--- src/rtl/apb_rr_pkg.sv ---
// apb_rr_pkg: shared types and defaults for the round-robin APB master.
// Provides the FSM state enum, default widths and the index-width helper.
package apb_rr_pkg;

  localparam int DEF_NUM_REQ = 4;
  localparam int DEF_AW      = 32;
  localparam int DEF_DW      = 32;
  localparam int DEF_TMO_CYC = 16;

  typedef enum logic [1:0] {
    ST_IDLE   = 2'd0,
    ST_SETUP  = 2'd1,
    ST_ACCESS = 2'd2
  } state_e;

  function automatic int idx_w(input int n);
    return (n < 2) ? 1 : $clog2(n);
  endfunction

endpackage

--- src/rtl/apb_rr_arbiter.sv ---
// apb_rr_arbiter: combinational rotating-priority picker.
// In: req_mask, ptr. Out: gnt_oh (one-hot), gnt_idx, valid (any request).
module apb_rr_arbiter
  import apb_rr_pkg::*;
#(
  parameter int NUM_REQ = DEF_NUM_REQ,
  parameter int IDXW    = idx_w(NUM_REQ)
) (
  input  logic [NUM_REQ-1:0] req_mask,
  input  logic [IDXW-1:0]    ptr,
  output logic [NUM_REQ-1:0] gnt_oh,
  output logic [IDXW-1:0]    gnt_idx,
  output logic               valid
);

  // Scan from ptr upward with wrap; first set bit wins.
  always_comb begin
    int j;
    logic [IDXW-1:0] jj;
    j       = 0;
    jj      = '0;
    gnt_oh  = '0;
    gnt_idx = '0;
    valid   = 1'b0;
    for (int k = 0; k < NUM_REQ; k++) begin
      j  = (int'(ptr) + k) % NUM_REQ;
      jj = IDXW'(j);
      if (!valid && req_mask[jj]) begin
        valid      = 1'b1;
        gnt_oh[jj] = 1'b1;
        gnt_idx    = jj;
      end
    end
  end

endmodule

--- src/rtl/apb_rr_master.sv ---
// apb_rr_master: NUM_REQ requesters share one APB slave, round-robin.
// Ports: pclk/presetn (sync, active-low); req*/gnt/done/rsp_* client side;
// psel/penable/pwrite/paddr/pwdata/prdata/pready/pslverr APB side.
// Optional ACCESS timeout built when APB_TIMEOUT_EN is defined.
module apb_rr_master
  import apb_rr_pkg::*;
#(
  parameter int NUM_REQ     = DEF_NUM_REQ,
  parameter int AW          = DEF_AW,
  parameter int DW          = DEF_DW,
  parameter int TIMEOUT_CYC = DEF_TMO_CYC
) (
  input  logic                  pclk,
  input  logic                  presetn,
  input  logic [NUM_REQ-1:0]    req,
  input  logic [NUM_REQ-1:0]    req_write,
  input  logic [NUM_REQ*AW-1:0] req_addr,
  input  logic [NUM_REQ*DW-1:0] req_wdata,
  output logic [NUM_REQ-1:0]    gnt,
  output logic [NUM_REQ-1:0]    done,
  output logic [DW-1:0]         rsp_rdata,
  output logic                  rsp_err,
  output logic                  psel,
  output logic                  penable,
  output logic                  pwrite,
  output logic [AW-1:0]         paddr,
  output logic [DW-1:0]         pwdata,
  input  logic [DW-1:0]         prdata,
  input  logic                  pready,
  input  logic                  pslverr
);

  localparam int IDXW = idx_w(NUM_REQ);

  state_e               state_q, state_d;
  logic [IDXW-1:0]      idx_q, idx_d;
  logic [IDXW-1:0]      ptr_q, ptr_d;
  logic [NUM_REQ-1:0]   gnt_q, gnt_d;
  logic [NUM_REQ-1:0]   done_q, done_d;
  logic [DW-1:0]        rdata_q, rdata_d;
  logic                 err_q, err_d;
  logic                 psel_q, psel_d;
  logic                 penable_q, penable_d;
  logic                 pwrite_q, pwrite_d;
  logic [AW-1:0]        paddr_q, paddr_d;
  logic [DW-1:0]        pwdata_q, pwdata_d;

  logic [NUM_REQ-1:0]   arb_mask;
  logic [NUM_REQ-1:0]   arb_oh;
  logic [IDXW-1:0]      arb_idx;
  logic                 arb_valid;
  logic [AW-1:0]        addr_a [NUM_REQ];
  logic [DW-1:0]        wdata_a [NUM_REQ];
  logic                 fin;

  always_comb begin
    for (int i = 0; i < NUM_REQ; i++) begin
      addr_a[i]  = req_addr[i*AW +: AW];
      wdata_a[i] = req_wdata[i*DW +: DW];
    end
  end

  // The requester just completed still shows req during its done cycle.
  assign arb_mask = req & ~done_q;

  apb_rr_arbiter #(
    .NUM_REQ (NUM_REQ),
    .IDXW    (IDXW)
  ) u_arb (
    .req_mask (arb_mask),
    .ptr      (ptr_q),
    .gnt_oh   (arb_oh),
    .gnt_idx  (arb_idx),
    .valid    (arb_valid)
  );

`ifdef APB_TIMEOUT_EN
  localparam int CW = $clog2(TIMEOUT_CYC + 1);
  logic [CW-1:0] tmo_q, tmo_d;
  logic          tmo_hit;

  always_comb begin
    tmo_d = '0;
    if (state_q == ST_ACCESS) tmo_d = tmo_q + 1'b1;
  end

  assign tmo_hit = (tmo_q == CW'(TIMEOUT_CYC - 1));

  always_ff @(posedge pclk) begin
    if (!presetn) tmo_q <= '0;
    else          tmo_q <= tmo_d;
  end
`else
  // Limit has no effect without the counter.
  logic unused_tmo;
  assign unused_tmo = (TIMEOUT_CYC != 0);
`endif

  always_comb begin
    state_d   = state_q;
    idx_d     = idx_q;
    ptr_d     = ptr_q;
    gnt_d     = gnt_q;
    done_d    = '0;
    rdata_d   = rdata_q;
    err_d     = err_q;
    psel_d    = psel_q;
    penable_d = penable_q;
    pwrite_d  = pwrite_q;
    paddr_d   = paddr_q;
    pwdata_d  = pwdata_q;
    fin       = 1'b0;
    unique case (state_q)
      ST_IDLE: begin
        if (arb_valid) begin
          idx_d    = arb_idx;
          gnt_d    = arb_oh;
          pwrite_d = req_write[arb_idx];
          paddr_d  = addr_a[arb_idx];
          pwdata_d = wdata_a[arb_idx];
          psel_d   = 1'b1;
          state_d  = ST_SETUP;
        end
      end
      ST_SETUP: begin
        penable_d = 1'b1;
        state_d   = ST_ACCESS;
      end
      ST_ACCESS: begin
        if (pready) begin
          fin   = 1'b1;
          err_d = pslverr;
          if (!pwrite_q) rdata_d = prdata;
        end
`ifdef APB_TIMEOUT_EN
        else if (tmo_hit) begin
          fin     = 1'b1;
          err_d   = 1'b1;
          rdata_d = '0;
        end
`endif
      end
      default: state_d = ST_IDLE;
    endcase
    if (fin) begin
      done_d    = gnt_q;
      ptr_d     = (idx_q == IDXW'(NUM_REQ - 1)) ? '0 : idx_q + 1'b1;
      psel_d    = 1'b0;
      penable_d = 1'b0;
      gnt_d     = '0;
      state_d   = ST_IDLE;
    end
  end

  always_ff @(posedge pclk) begin
    if (!presetn) begin
      state_q   <= ST_IDLE;
      idx_q     <= '0;
      ptr_q     <= '0;
      gnt_q     <= '0;
      done_q    <= '0;
      rdata_q   <= '0;
      err_q     <= 1'b0;
      psel_q    <= 1'b0;
      penable_q <= 1'b0;
      pwrite_q  <= 1'b0;
      paddr_q   <= '0;
      pwdata_q  <= '0;
    end else begin
      state_q   <= state_d;
      idx_q     <= idx_d;
      ptr_q     <= ptr_d;
      gnt_q     <= gnt_d;
      done_q    <= done_d;
      rdata_q   <= rdata_d;
      err_q     <= err_d;
      psel_q    <= psel_d;
      penable_q <= penable_d;
      pwrite_q  <= pwrite_d;
      paddr_q   <= paddr_d;
      pwdata_q  <= pwdata_d;
    end
  end

  assign gnt       = gnt_q;
  assign done      = done_q;
  assign rsp_rdata = rdata_q;
  assign rsp_err   = err_q;
  assign psel      = psel_q;
  assign penable   = penable_q;
  assign pwrite    = pwrite_q;
  assign paddr     = paddr_q;
  assign pwdata    = pwdata_q;

endmodule

--- config.mk ---
export PLATFORM = sky130hd
export DESIGN_NAME = apb_rr_master
export DESIGN_NICKNAME = d
export VERILOG_FILES = /design/src/rtl/apb_rr_pkg.sv /design/src/rtl/apb_rr_arbiter.sv /design/src/rtl/apb_rr_master.sv
export SDC_FILE = /design/constraint.sdc
export NUM_CORES = 1
export LEC_CHECK = 0
export ABC_AREA = 1
export CORE_MARGIN = 2
export CORE_UTILIZATION = 30
export CTS_CLUSTER_SIZE = 8
export DETAILED_ROUTE_END_ITERATION = 7
export GPL_TIMING_DRIVEN = 0
export PLACE_DENSITY = 0.68
export SLEW_MARGIN = 30
export SYNTH_ARGS = -nofsm -noshare
export SYNTH_HDL_FRONTEND = slang
export SYNTH_SLANG_ARGS = --single-unit
--- constraint.sdc ---
create_clock -name pclk -period 2.35 [get_ports pclk]
set_input_delay 0.235 -clock pclk [delete_from_list [all_inputs] [get_ports pclk]]
set_output_delay 0.235 -clock pclk [all_outputs]
set_load 0.005 [all_outputs]
==> impl_metrics.csv <==
group,metric,value,unit
status,outcome,"finished clean",
route,wl,33.1,mm
sta,max_slew_margin,0.549,
route,num_vias,9472,
route,dr.first_iter.drc_count,664,
sta,rsz0062_at_grt,"yes",
sta,min_period_over_period,0.955,
route,drc_errors,0,
synthesis,yosysSeqAreaShare,0.318,
layout,drive_gt1_frac,0.103,
place,dp.final_hpwl,25.7,mm
synthesis,synthAdderAreaFrac,0.0157,
sta,fin_skew,10.1,ps
worst_setup_path,endpoint_kind,"flop",
sta,hold_slack,376,ps
synthesis,synthXorXnorAreaFrac,0,
synthesis,synth-compound-area-share,0.0535,
layout,utilization,0.542,
pwr,power.density,856,mW/mm^2
synthesis,yosysTopAreaCell,"dfxtp_1",
worst_setup_path,start_kind,"flop",
die,rows,56,
global_routing,grt_overflow_total,0,
clocking,clkTransAtPathRegs,60,ps
global_routing,grt_max_degree,17,
global_routing,grt_use_met2,0.432,
place,pre_cts_ws,-576,ps
synthesis,yosysWarnings,0,
worst_setup_path,crit_slowest_cell,"dfxtp_4",
pwr,finalPower,10.9,mW
worst_setup_path,crit_type,"flop to flop",
worst_setup_path,critical_path.top_delay_family,"simple AND/OR/NAND/NOR gates",
sta,drv_slew,0,
pwr,p_leak,6.04,nW
worst_setup_path,crit_cells,16,
global_routing,antenna_found_initial,2,
sta,finalHoldViolations,0,
hold_path,holdPathStages,3,
synthesis,yosysTopAreaCellShare,0.318,
layout,syn_to_final_growth,77.3,%
synthesis,synth_top_family_by_area,"simple AND/OR/NAND/NOR gates",
global_routing,grt_busiest_layer,"met2",
worst_setup_path,required,2730,ps
worst_setup_path,timing.critical_path.mode_cell,"nand2_1",
synthesis,synth_area_leaders,"dfxtp_1, nand2_1, nand3_1, nor2_1, inv_1",
global_routing,grt_pass1_wl,46.9,mm
die,ios,408,
worst_setup_path,worstPathArrival,2620,ps
place,io_buffer_count,406,
clocking,insertion_delay,430,ps
die,die_y,159,um
synthesis,netlist_instances,1203,
die,initial_core_util,0.306,
route,ant_nets,0,
layout,num-nets-final,1954,
run,cap_violations,0,
sta,min_period,2240,ps
die,die_w,159,um
route,vias_per_cell,4.79,
worst_setup_path,critPathMaxStageDelay,380,ps
route,post_drt_wl_per_cell,16.7,um
global_routing,grtUsageMet1,0.285,
worst_setup_path,path_cells,"inv_6, ha_4, inv_4, nand3_2, nand2_4, nor2_4, nor2_4, nand2_4, buf_8, buf_4, nand3_1, nand2_1, nand2_1, nand3_1, nand2_1, inv_1",
worst_setup_path,path_buf_inv,5,
global_routing,use_met3,0.0700,
die,die-area,0.0252,sq mm
clocking,cts_buffers,17,
synthesis,synth_area,0.00718,sq mm
sta,worstMarginPinSlew,677,ps
clocking,cts_tree,"yes",
synthesis,muxShareOfSynthArea,0,
global_routing,grt_pass1_vias,8684,
synthesis,synth_nets,1512,
synthesis,ys_types,30,
pwr,ir_drop,0.526,mV
die,coreArea,0.0235,sq mm
route,dr.pass1.iters,5,
sta,setup_viol,0,
layout,fill_cells,2351,
sta,max_clock_freq,446,MHz
clocking,clock_path_buffers,2,
synthesis,ys_ff_latch,114,
worst_setup_path,worstRegToRegCells,16,
clocking,cts-root-buf,"clkbuf_16",
sta,fin_ws,107,ps
worst_setup_path,cp_max_fo,10,
clocking,cts_sinks,114,
synthesis,yosys.area_share.simple,0.510,
hold_path,hp-class,"input port to flop",
global_routing,track_usage,0.247,
synthesis,avgSynthCellArea,5.97,sq um
place,place_congestion,0.912,
clocking,h-tree-depth,4,
-- worst reg2reg max path, stage by stage, from the launching register on --
cell,delay (ps)
dfxtp_4,380
inv_6,60
ha_4,290
inv_4,40
nand3_2,80
nand2_4,110
nor2_4,180
nor2_4,50
nand2_4,120
buf_8,180
buf_4,190
nand3_1,160
nand2_1,120
nand2_1,60
nand3_1,80
nand2_1,50
inv_1,40
-- registers in the layout, indices dropped and copies added (netlist names) --
name       flops
psel           1
done           4
rsp_err        1
ptr_q          2
pwdata        32
idx_q          2
gnt            4
penable        1
pwrite         1
paddr         32
state_q        2
rsp_rdata     32
-- logic make-up after synthesis --
| family | after synthesis |
|---|---|
| adders and majority gates | 9 |
| buffers and inverters | 164 |
| and+or+nand+nor | 845 |
| AOI/OAI and AO/OA | 71 |
| DFF | 114 |
-- path summary, 6_finish.rpt --
kind / from / end / slack, ps
min: pslverr / rsp_err / 380
max: ptr_q[0] / pwdata[13] / 110
max reg2reg: ptr_q[0] / pwdata[13] / 110
min reg2reg: rsp_err / rsp_err / 460
-- area by class of cell --
class                           count  area, sq um  share of cell area
Antenna cell                        2         5.00            0.000393
Buffer                             88          621              0.0488
Clock inverter                     15          195              0.0153
Multi-Input combinational cell    925         4280               0.336
Sequential cell                   114         2290               0.180
Clock buffer                       17          425              0.0334
Inverter                           75          292              0.0229
Tap cell                          319          399              0.0314
Timing Repair Buffer              424         4220               0.332
-- timing repair --
action | CTS | global route
pin swaps | 10 | 9
gates cloned | 1 | 1
endpoints found under the setup margin | 73 | 72
resized for setup | 66 | 41
buffers inserted | 8 | 8
hold buffers | 0 | 0
-- cells in the final DEF (no fill, tap or decap), drive strengths merged --
| cell type | n |
|---|---|
| nand2 | 418 |
| clkdlybuf4s50 | 406 |
| nand3 | 261 |
| nor2 | 148 |
| dfxtp | 114 |
| inv | 82 |
| buf | 79 |
| o21ai | 52 |
| clkbuf | 44 |
| nor3 | 15 |
| a21oi | 13 |
| ha | 9 |
| clkinv | 4 |
| o221ai | 3 |
| bufinv | 3 |
| nand4 | 3 |
| diode | 2 |
| o32ai | 1 |
| o22ai | 1 |
| a31oi | 1 |
| clkinvlp | 1 |
-- metal layers --
layer	routed length (um)	share of wire	vias to the layer above
met2	16000	0.49	392
met4	920	0.028	0
li1	-	-	4736
met1	13300	0.40	4291
met5	0	0	-
met3	2750	0.083	53
-- power breakdown --
group | internal, mW | switching (mW) | leakage (nW)
Sequential | 2.39 | 0.264 | 0.938
Clock | 1.70 | 1.08 | 0.303
Combinational | 2.55 | 2.91 | 4.80
-- synthesized netlist by cell type --
master and count:
nand3_4 1, o21ai_0 52, dfxtp_1 114, nand2_1 412, nor2_4 1, a31oi_1 1
o22ai_1 1, nor3_2 11, a21oi_4 1, buf_1 1, buf_2 53, inv_2 2
nand2_2 5, a21oi_1 12, nand3_1 256, o32ai_1 1, ha_1 9, nand3_2 4
nand4_1 2, buf_4 11, o221ai_1 3, nand4_4 1, nor3_1 4, nor2_1 146
inv_4 1, buf_6 2, nand2_4 1, nor2_2 1, inv_1 72, clkbuf_1 22
-- stage by stage --
| stage | cell area, sq um | TNS [ps] | instances |
|---|---|---|---|
| final | 12700 | 0 | 1979 |
| after global routing | 12700 | -57.5 | 1978 |
| after detailed placement | 11600 | -33960 | 1928 |
| after CTS | 12500 | 0 | 1968 |
| after floorplan | 7180 | 0 | 1203 |
| after global placement | 11600 | -33390 | 1928 |
Note: power is estimated with default switching activity, not from simulation.
